`config.mk`:
```
export PLATFORM = sky130hd
export DESIGN_NAME = decode_stage
export DESIGN_NICKNAME = d
export VERILOG_FILES = /design/src/rtl/decode_stage.sv
export SDC_FILE = /design/constraint.sdc
export NUM_CORES = 1
export LEC_CHECK = 0
export CAP_MARGIN = 20
export CORE_MARGIN = 2
export CORE_UTILIZATION = 57
export CTS_CLUSTER_SIZE = 24
export DETAILED_ROUTE_END_ITERATION = 8
export PLACE_DENSITY_LB_ADDON = 0.1
export SLEW_MARGIN = 40
export SYNTH_ARGS = -nofsm -noshare
export SYNTH_HDL_FRONTEND = slang
export SYNTH_SLANG_ARGS = --single-unit
```
`constraint.sdc`:
```
create_clock -name clk -period 8.5 [get_ports clk]
set_input_delay 1.7 -clock clk [delete_from_list [all_inputs] [get_ports clk]]
set_output_delay 1.7 -clock clk [all_outputs]
set_load 0.05 [all_outputs]
```
`src/rtl/decode_stage.sv`:
```
// RV32I decode stage: decodes fetched instructions into control bits, register indices and
// a sign-extended immediate, buffered in a DEPTH-entry FIFO with valid/ready on both sides.
module decode_stage #(
    parameter int XLEN     = 32,
    parameter int DEPTH    = 2,
    parameter int NUM_REGS = 32
) (
    input  logic            clk,
    input  logic            reset,
    input  logic            flush,
    input  logic            in_valid,
    output logic            in_ready,
    input  logic [31:0]     in_instr,
    input  logic [XLEN-1:0] in_pc,
    output logic            out_valid,
    input  logic            out_ready,
    output logic [XLEN-1:0] out_pc,
    output logic [4:0]      rs1,
    output logic [4:0]      rs2,
    output logic [4:0]      rd,
    output logic [XLEN-1:0] imm,
    output logic            mem_write,
    output logic            reg_write,
    output logic            alu_src,
    output logic [3:0]      alu_op,
    output logic            mem_to_reg,
    output logic            branch,
    output logic            jump,
    output logic            illegal
);
    localparam int PW = (DEPTH > 1) ? $clog2(DEPTH) : 1;
    localparam int CW = $clog2(DEPTH + 1);

    typedef struct packed {
        logic [XLEN-1:0] pc;
        logic [4:0]      rs1;
        logic [4:0]      rs2;
        logic [4:0]      rd;
        logic [XLEN-1:0] imm;
        logic            memWrite;
        logic            regWrite;
        logic            aluSrc;
        logic [3:0]      aluOp;
        logic            memToReg;
        logic            branch;
        logic            jump;
        logic            illegal;
    } entry_t;

    entry_t         fifo_r [DEPTH];
    logic [PW-1:0]  wrPtr_r, rdPtr_r;
    logic [CW-1:0]  count_r, countNext_s;
    logic           inReady_r, outValid_r;
    logic           push_s, pop_s;
    entry_t         dec_s, head_s;
    logic           useRd_s, useRs1_s, useRs2_s, known_s, wantRegWrite_s, wantMemWrite_s;
    logic [31:0]    imm32_s;

    function automatic logic regOk(input logic [4:0] idx);
        return ({1'b0, idx} < 6'(NUM_REGS));
    endfunction

    function automatic logic [PW-1:0] nextPtr(input logic [PW-1:0] p);
        return (p == PW'(DEPTH - 1)) ? '0 : p + PW'(1);
    endfunction

    // Combinational decode of the incoming instruction into a FIFO entry
    always_comb begin
        dec_s          = '0;
        dec_s.pc       = in_pc;
        useRd_s        = 1'b0;
        useRs1_s       = 1'b0;
        useRs2_s       = 1'b0;
        known_s        = 1'b1;
        wantRegWrite_s = 1'b0;
        wantMemWrite_s = 1'b0;
        imm32_s        = 32'd0;
        case (in_instr[6:0])
            7'b0000011: begin
                useRd_s = 1'b1; useRs1_s = 1'b1; wantRegWrite_s = 1'b1; dec_s.memToReg = 1'b1;
                imm32_s = {{20{in_instr[31]}}, in_instr[31:20]};
            end
            7'b0100011: begin
                useRs1_s = 1'b1; useRs2_s = 1'b1; wantMemWrite_s = 1'b1;
                imm32_s = {{20{in_instr[31]}}, in_instr[31:25], in_instr[11:7]};
            end
            7'b0110011: begin
                useRd_s = 1'b1; useRs1_s = 1'b1; useRs2_s = 1'b1; wantRegWrite_s = 1'b1;
                dec_s.aluSrc = 1'b1;
                dec_s.aluOp  = {in_instr[30], in_instr[14:12]};
            end
            7'b0010011: begin
                useRd_s = 1'b1; useRs1_s = 1'b1; wantRegWrite_s = 1'b1;
                imm32_s = {{20{in_instr[31]}}, in_instr[31:20]};
                // Only SRAI carries funct7[5]; other OP-IMM immediates may have bit 30 set
                if (in_instr[14:12] == 3'b101 && in_instr[30]) begin
                    dec_s.aluOp = 4'b1101;
                end else begin
                    dec_s.aluOp = {1'b0, in_instr[14:12]};
                end
            end
            7'b1100011: begin
                useRs1_s = 1'b1; useRs2_s = 1'b1; dec_s.branch = 1'b1; dec_s.aluSrc = 1'b1;
                dec_s.aluOp = 4'b1000;
                imm32_s = {{20{in_instr[31]}}, in_instr[7], in_instr[30:25], in_instr[11:8], 1'b0};
            end
            7'b1101111: begin
                useRd_s = 1'b1; dec_s.jump = 1'b1; wantRegWrite_s = 1'b1;
                imm32_s = {{12{in_instr[31]}}, in_instr[19:12], in_instr[20], in_instr[30:21], 1'b0};
            end
            7'b1100111: begin
                useRd_s = 1'b1; useRs1_s = 1'b1; dec_s.jump = 1'b1; wantRegWrite_s = 1'b1;
                imm32_s = {{20{in_instr[31]}}, in_instr[31:20]};
            end
            7'b0110111, 7'b0010111: begin
                useRd_s = 1'b1; wantRegWrite_s = 1'b1;
                imm32_s = {in_instr[31:12], 12'd0};
            end
            default: known_s = 1'b0;
        endcase
        dec_s.rd      = useRd_s  ? in_instr[11:7]  : 5'd0;
        dec_s.rs1     = useRs1_s ? in_instr[19:15] : 5'd0;
        dec_s.rs2     = useRs2_s ? in_instr[24:20] : 5'd0;
        dec_s.imm     = XLEN'($signed(imm32_s));
        dec_s.illegal = !known_s || (in_instr[1:0] != 2'b11) ||
                        !regOk(dec_s.rd) || !regOk(dec_s.rs1) || !regOk(dec_s.rs2);
        dec_s.regWrite = wantRegWrite_s && (dec_s.rd != 5'd0) && !dec_s.illegal;
        dec_s.memWrite = wantMemWrite_s && !dec_s.illegal;
    end

    assign push_s = in_valid && inReady_r;
    assign pop_s  = outValid_r && out_ready;

    // Occupancy after this cycle's push/pop
    always_comb begin
        countNext_s = count_r;
        case ({push_s, pop_s})
            2'b10:   countNext_s = count_r + CW'(1);
            2'b01:   countNext_s = count_r - CW'(1);
            default: countNext_s = count_r;
        endcase
    end

    // FIFO storage, pointers and registered handshake flags
    always_ff @(posedge clk) begin
        if (reset) begin
            for (int i = 0; i < DEPTH; i++) begin
                fifo_r[i] <= '0;
            end
            wrPtr_r    <= '0;
            rdPtr_r    <= '0;
            count_r    <= '0;
            inReady_r  <= 1'b1;
            outValid_r <= 1'b0;
        end else if (flush) begin
            wrPtr_r    <= '0;
            rdPtr_r    <= '0;
            count_r    <= '0;
            inReady_r  <= 1'b1;
            outValid_r <= 1'b0;
        end else begin
            if (push_s) begin
                fifo_r[wrPtr_r] <= dec_s;
                wrPtr_r         <= nextPtr(wrPtr_r);
            end else begin
                wrPtr_r <= wrPtr_r;
            end
            if (pop_s) begin
                rdPtr_r <= nextPtr(rdPtr_r);
            end else begin
                rdPtr_r <= rdPtr_r;
            end
            count_r    <= countNext_s;
            inReady_r  <= (countNext_s < CW'(DEPTH));
            outValid_r <= (countNext_s != '0);
        end
    end

    // Head entry presented to execute, zeroed when empty
    always_comb begin
        if (outValid_r) begin
            head_s = fifo_r[rdPtr_r];
        end else begin
            head_s = '0;
        end
    end

    assign in_ready   = inReady_r;
    assign out_valid  = outValid_r;
    assign out_pc     = head_s.pc;
    assign rs1        = head_s.rs1;
    assign rs2        = head_s.rs2;
    assign rd         = head_s.rd;
    assign imm        = head_s.imm;
    assign mem_write  = head_s.memWrite;
    assign reg_write  = head_s.regWrite;
    assign alu_src    = head_s.aluSrc;
    assign alu_op     = head_s.aluOp;
    assign mem_to_reg = head_s.memToReg;
    assign branch     = head_s.branch;
    assign jump       = head_s.jump;
    assign illegal    = head_s.illegal;
endmodule
```
==> summary.txt <==
Clock network
  – Clk root buf: clkbuf_16
  – Num CTS Buffers: 17
  – Clk slew on worst S/H paths: 0.06 ns
  – CTS tree: built
  – Post-CTS Setup Inserts: 0
  – H-tree Lvls: 4
  – Max clock buf depth: 2
  – CTS-repair resized insts: 0
  – Worst skew pair latency: around 0.42 ns
  – CTS sink cnt: 187
  – Hold_buf cts: 0

Critical path
  – Bufs and invs on worst path: 2
  – R2r startpoint: in_ready
  – Largest delay share family, worst path: buffers and inverters
  – Slowest stage delay, CP: approximately 0.85 ns
  – R2R depth: 4
  – WP data required: 6.80 ns
  – CP endpoint kind: output port
  – Worst Path Arrival: ~3.1 ns
  – Reg2reg end: fifo_r[0][10]
  – CP Max Fanout: 67
  – Flop-to-flop setup slack: about 5.7 ns
  – Worst setup path class: reg -> out
  – Crit path cell chain: buf_6 -> mux2i_1 -> nor2b_1 -> clkdlybuf4s50_1
  – Worst setup SP type: flip-flop
  – Worst path slowest cell: clkdlybuf4s50_1

Global routing
  – Initial antenna violation count: 0
  – Largest net degree at the start of global routing: 68
  – First-pass GRT wire length: about 30,000 um
  – Global Route Usage Sum: 23.6%
  – Vias in the first global route: 5,772
  – GRT overflow: 0

STA
  – Fin. max-slew vios: 0
  – Clk_skew: 0.00589 ns
  – Final hold violations: 0
  – Worst slew pin tran: about 0.83 ns
  – Tmin final: roughly 4.8 ns
  – RSZ-0062 raised after global routing: no
  – Tcrit/Tclk final: between 50% and 60%
  – Setup WS post-layout: 3.72 ns
  – Setup_tns: 0 ns
  – Final setup fails: 0
  – Timing-limited maximum frequency: between 200 and 250 MHz
  – Slew margin rel.: 44.5%

Floorplanning
  – # IOs: 161
  – Rows: 45
  – Core area: 15,300 sq um
  – Die Wd: 130 um
  – Die Y: about 130 um
  – Full die area: 16,900 sq um
  – Starting Density: between 50% and 60%

Synthesis
  – Top cells by area, synth: edfxtp_1 (60%), mux2i_1 (10%), and2_1 (7.4%), nor2b_1 (6.4%), a31o_1 (1.6%)
  – Syn nets: between 700 and 800
  – Post-synth EDFFs: 180
  – Synth unique cells: 52
  – Area leader, netlist: edfxtp_1
  – Post-synth ARST share: 0%
  – Total of warnings raised by yosys: 0
  – Syn_area_per_cell: 13.0 sq um
  – Sequential area share after synthesis: just over 60%
  – Cells after synthesis: 694
  – FF+latch count, synth: 187
  – Share of the synthesized area in the top cell type: 59.9%
  – Post-Syn Area: 9020 sq um
  – Dominant synthesized flop cell: edfxtp_1

Routing
  – 1st-pass router iterations: 5
  – Met1 Wirelength: 8000 um
  – Final wirelength: ~19,000 um
  – DR iter-0 viols: between 400 and 500
  – Vias per cell: 5.51
  – Number of remaining DRC errors: 0
  – Highest Signal Layer: met4
  – Post-DRT Antenna Nets: 0
  – Met2 WL: 9420 um
  – Wirelength per Cell: 18.0 um
  – Via count: 5,829
  – Met3 WL post-DR: around 1300 um

Place
  – DP Worst Slack: 3.75 ns
  – Gpl congestion: between 0.8 and 0.9
  – I/O Buffers: 160
  – Post-DP HPWL: 12,500 um

Power
  – Peak VDD IR: about 0.00012 V
  – PD cells: 188 nW/um^2
  – PnR Total Power: around 2100 uW
  – P_leak: 0.00378 uW

Min path
  – Worst hold-check path type: reg -> reg
  – Hold EP: rdPtr_r
  – Worst Hold Depth: 2
  – Hold Crit Start: rdPtr_r

Job
  – Max cap viols: 0

Final layout
  – Share of cells above drive strength 1: 6.85%
  – # diodes: 0
  – Nets: 904
  – P&R area growth vs syn: 26.1%

Outcome
  – Run status: complete, no violations
cell type report:
class / instances / area (sq um)
flip-flops and latches: 187 / 5550
fillers: 1029 / 3940
multi-input cells: 458 / 3280
repair buffers: 166 / 1650
clock buffers: 18 / 429
well taps: 211 / 264
clock inverters: 14 / 195
inverters: 4 / 15.0
through the flow:
stage | hold WS, ns | cells | utilization [%] | instance area (sq um)
floorplan | 0.481 | 694 | - | 9020
global placement | 0.514 | 1026 | 70.1 | 10700
detailed placement | 0.511 | 1026 | 70.2 | 10800
CTS | 0.533 | 1058 | 74.3 | 11400
global route | 0.570 | 1058 | 74.3 | 11400
finish | 0.530 | 1058 | 74.3 | 11400
cells by family (layout without fill, tap and decap cells):
logic type	after synthesis	count (layout)	synth area share (%)
simple gates	295	295	19.6
flops	187	187	61.5
mux	90	90	9.98
compound gates	67	67	5.74
buf+inv	49	202	2.61
xor+xnor	5	5	0.485
fa+ha+maj	1	1	0.139
cells in the mapped netlist (2+ instances only):
master,instances
dfxtp_1,7
a31o_1,16
clkbuf_1,21
and3_1,8
nand3_1,3
a21oi_1,22
inv_1,4
a211oi_4,2
a21oi_2,2
or3_4,2
buf_2,20
a22oi_1,4
o2bb2ai_1,2
xor2_1,2
xnor2_1,3
edfxtp_1,180
nor2_2,3
nor3_1,10
nand2b_1,5
o21a_1,3
nor2_1,32
buf_6,3
nor2b_1,93
nand3b_1,2
nand2_1,16
mux2i_1,90
and3b_1,2
nand4b_1,2
o21ai_0,3
nor3_2,3
o21ai_1,2
and2_1,107
registers in the layout (all words and copies together) (netlist names), named ones only:
register	count
count_r	2
fifo_r	180
in_ready	1
out_valid	1
rdPtr_r	1
wrPtr_r	1
worst max path at each step:
| stage | to | cells after the start | slack [ns] |
|---|---|---|---|
| 2_1_floorplan | fifo_r[0][0] | 5 | 3.43 |
| 3_3_place_gp | fifo_r[0][84] | 5 | 3.82 |
| 3_5_place_dp | fifo_r[1][61] | 5 | 3.75 |
| 4_1_cts | imm[12] | 4 | 3.71 |
| 5_1_grt | branch | 4 | 3.61 |
| 6_report | imm[12] | 4 | 3.72 |
power by group:
group | total, uW | internal, uW | switching, uW
combinational | 243 | 94.8 | 148
sequential | 1070 | 1050 | 17.0
clock | 832 | 494 | 338
total | 2140 | 1640 | 503
worst min-delay path, delay by kind of cell, from the launching register on:
kind | cells | cell delay (ns)
simple gates | 1 | 0.08
flops | 1 | 0.34
xor+xnor | 1 | 0.09
cells in the final DEF, fill, tap and decap left out, types with 3 or more instances in the layout:
| cell | count |
|---|---|
| inv_1 | 4 |
| a21oi_1 | 22 |
| o21a_1 | 3 |
| nand3_1 | 3 |
| a22oi_1 | 4 |
| and3_1 | 8 |
| buf_4 | 5 |
| and2_1 | 107 |
| bufinv_16 | 4 |
| mux2i_1 | 90 |
| o21ai_0 | 3 |
| clkinv_4 | 3 |
| nor2_1 | 32 |
| nor3_1 | 10 |
| clkbuf_16 | 17 |
| xnor2_1 | 3 |
| nand2b_1 | 3 |
| clkdlybuf4s50_1 | 160 |
| dfxtp_1 | 5 |
| nand2_1 | 16 |
| clkinvlp_4 | 3 |
| a31o_1 | 16 |
| nor2b_1 | 93 |
| edfxtp_1 | 180 |
| nor2_2 | 3 |
routing by layer:
layer  global-route usage (%)  vias to the layer above
li1                         -                     2772
met1                     32.4                     2801
met2                     38.0                      231
met3                     4.14                       25
met4                     9.17                        0
met5                        0                        -
Note: power is estimated with default switching activity, not from simulation.
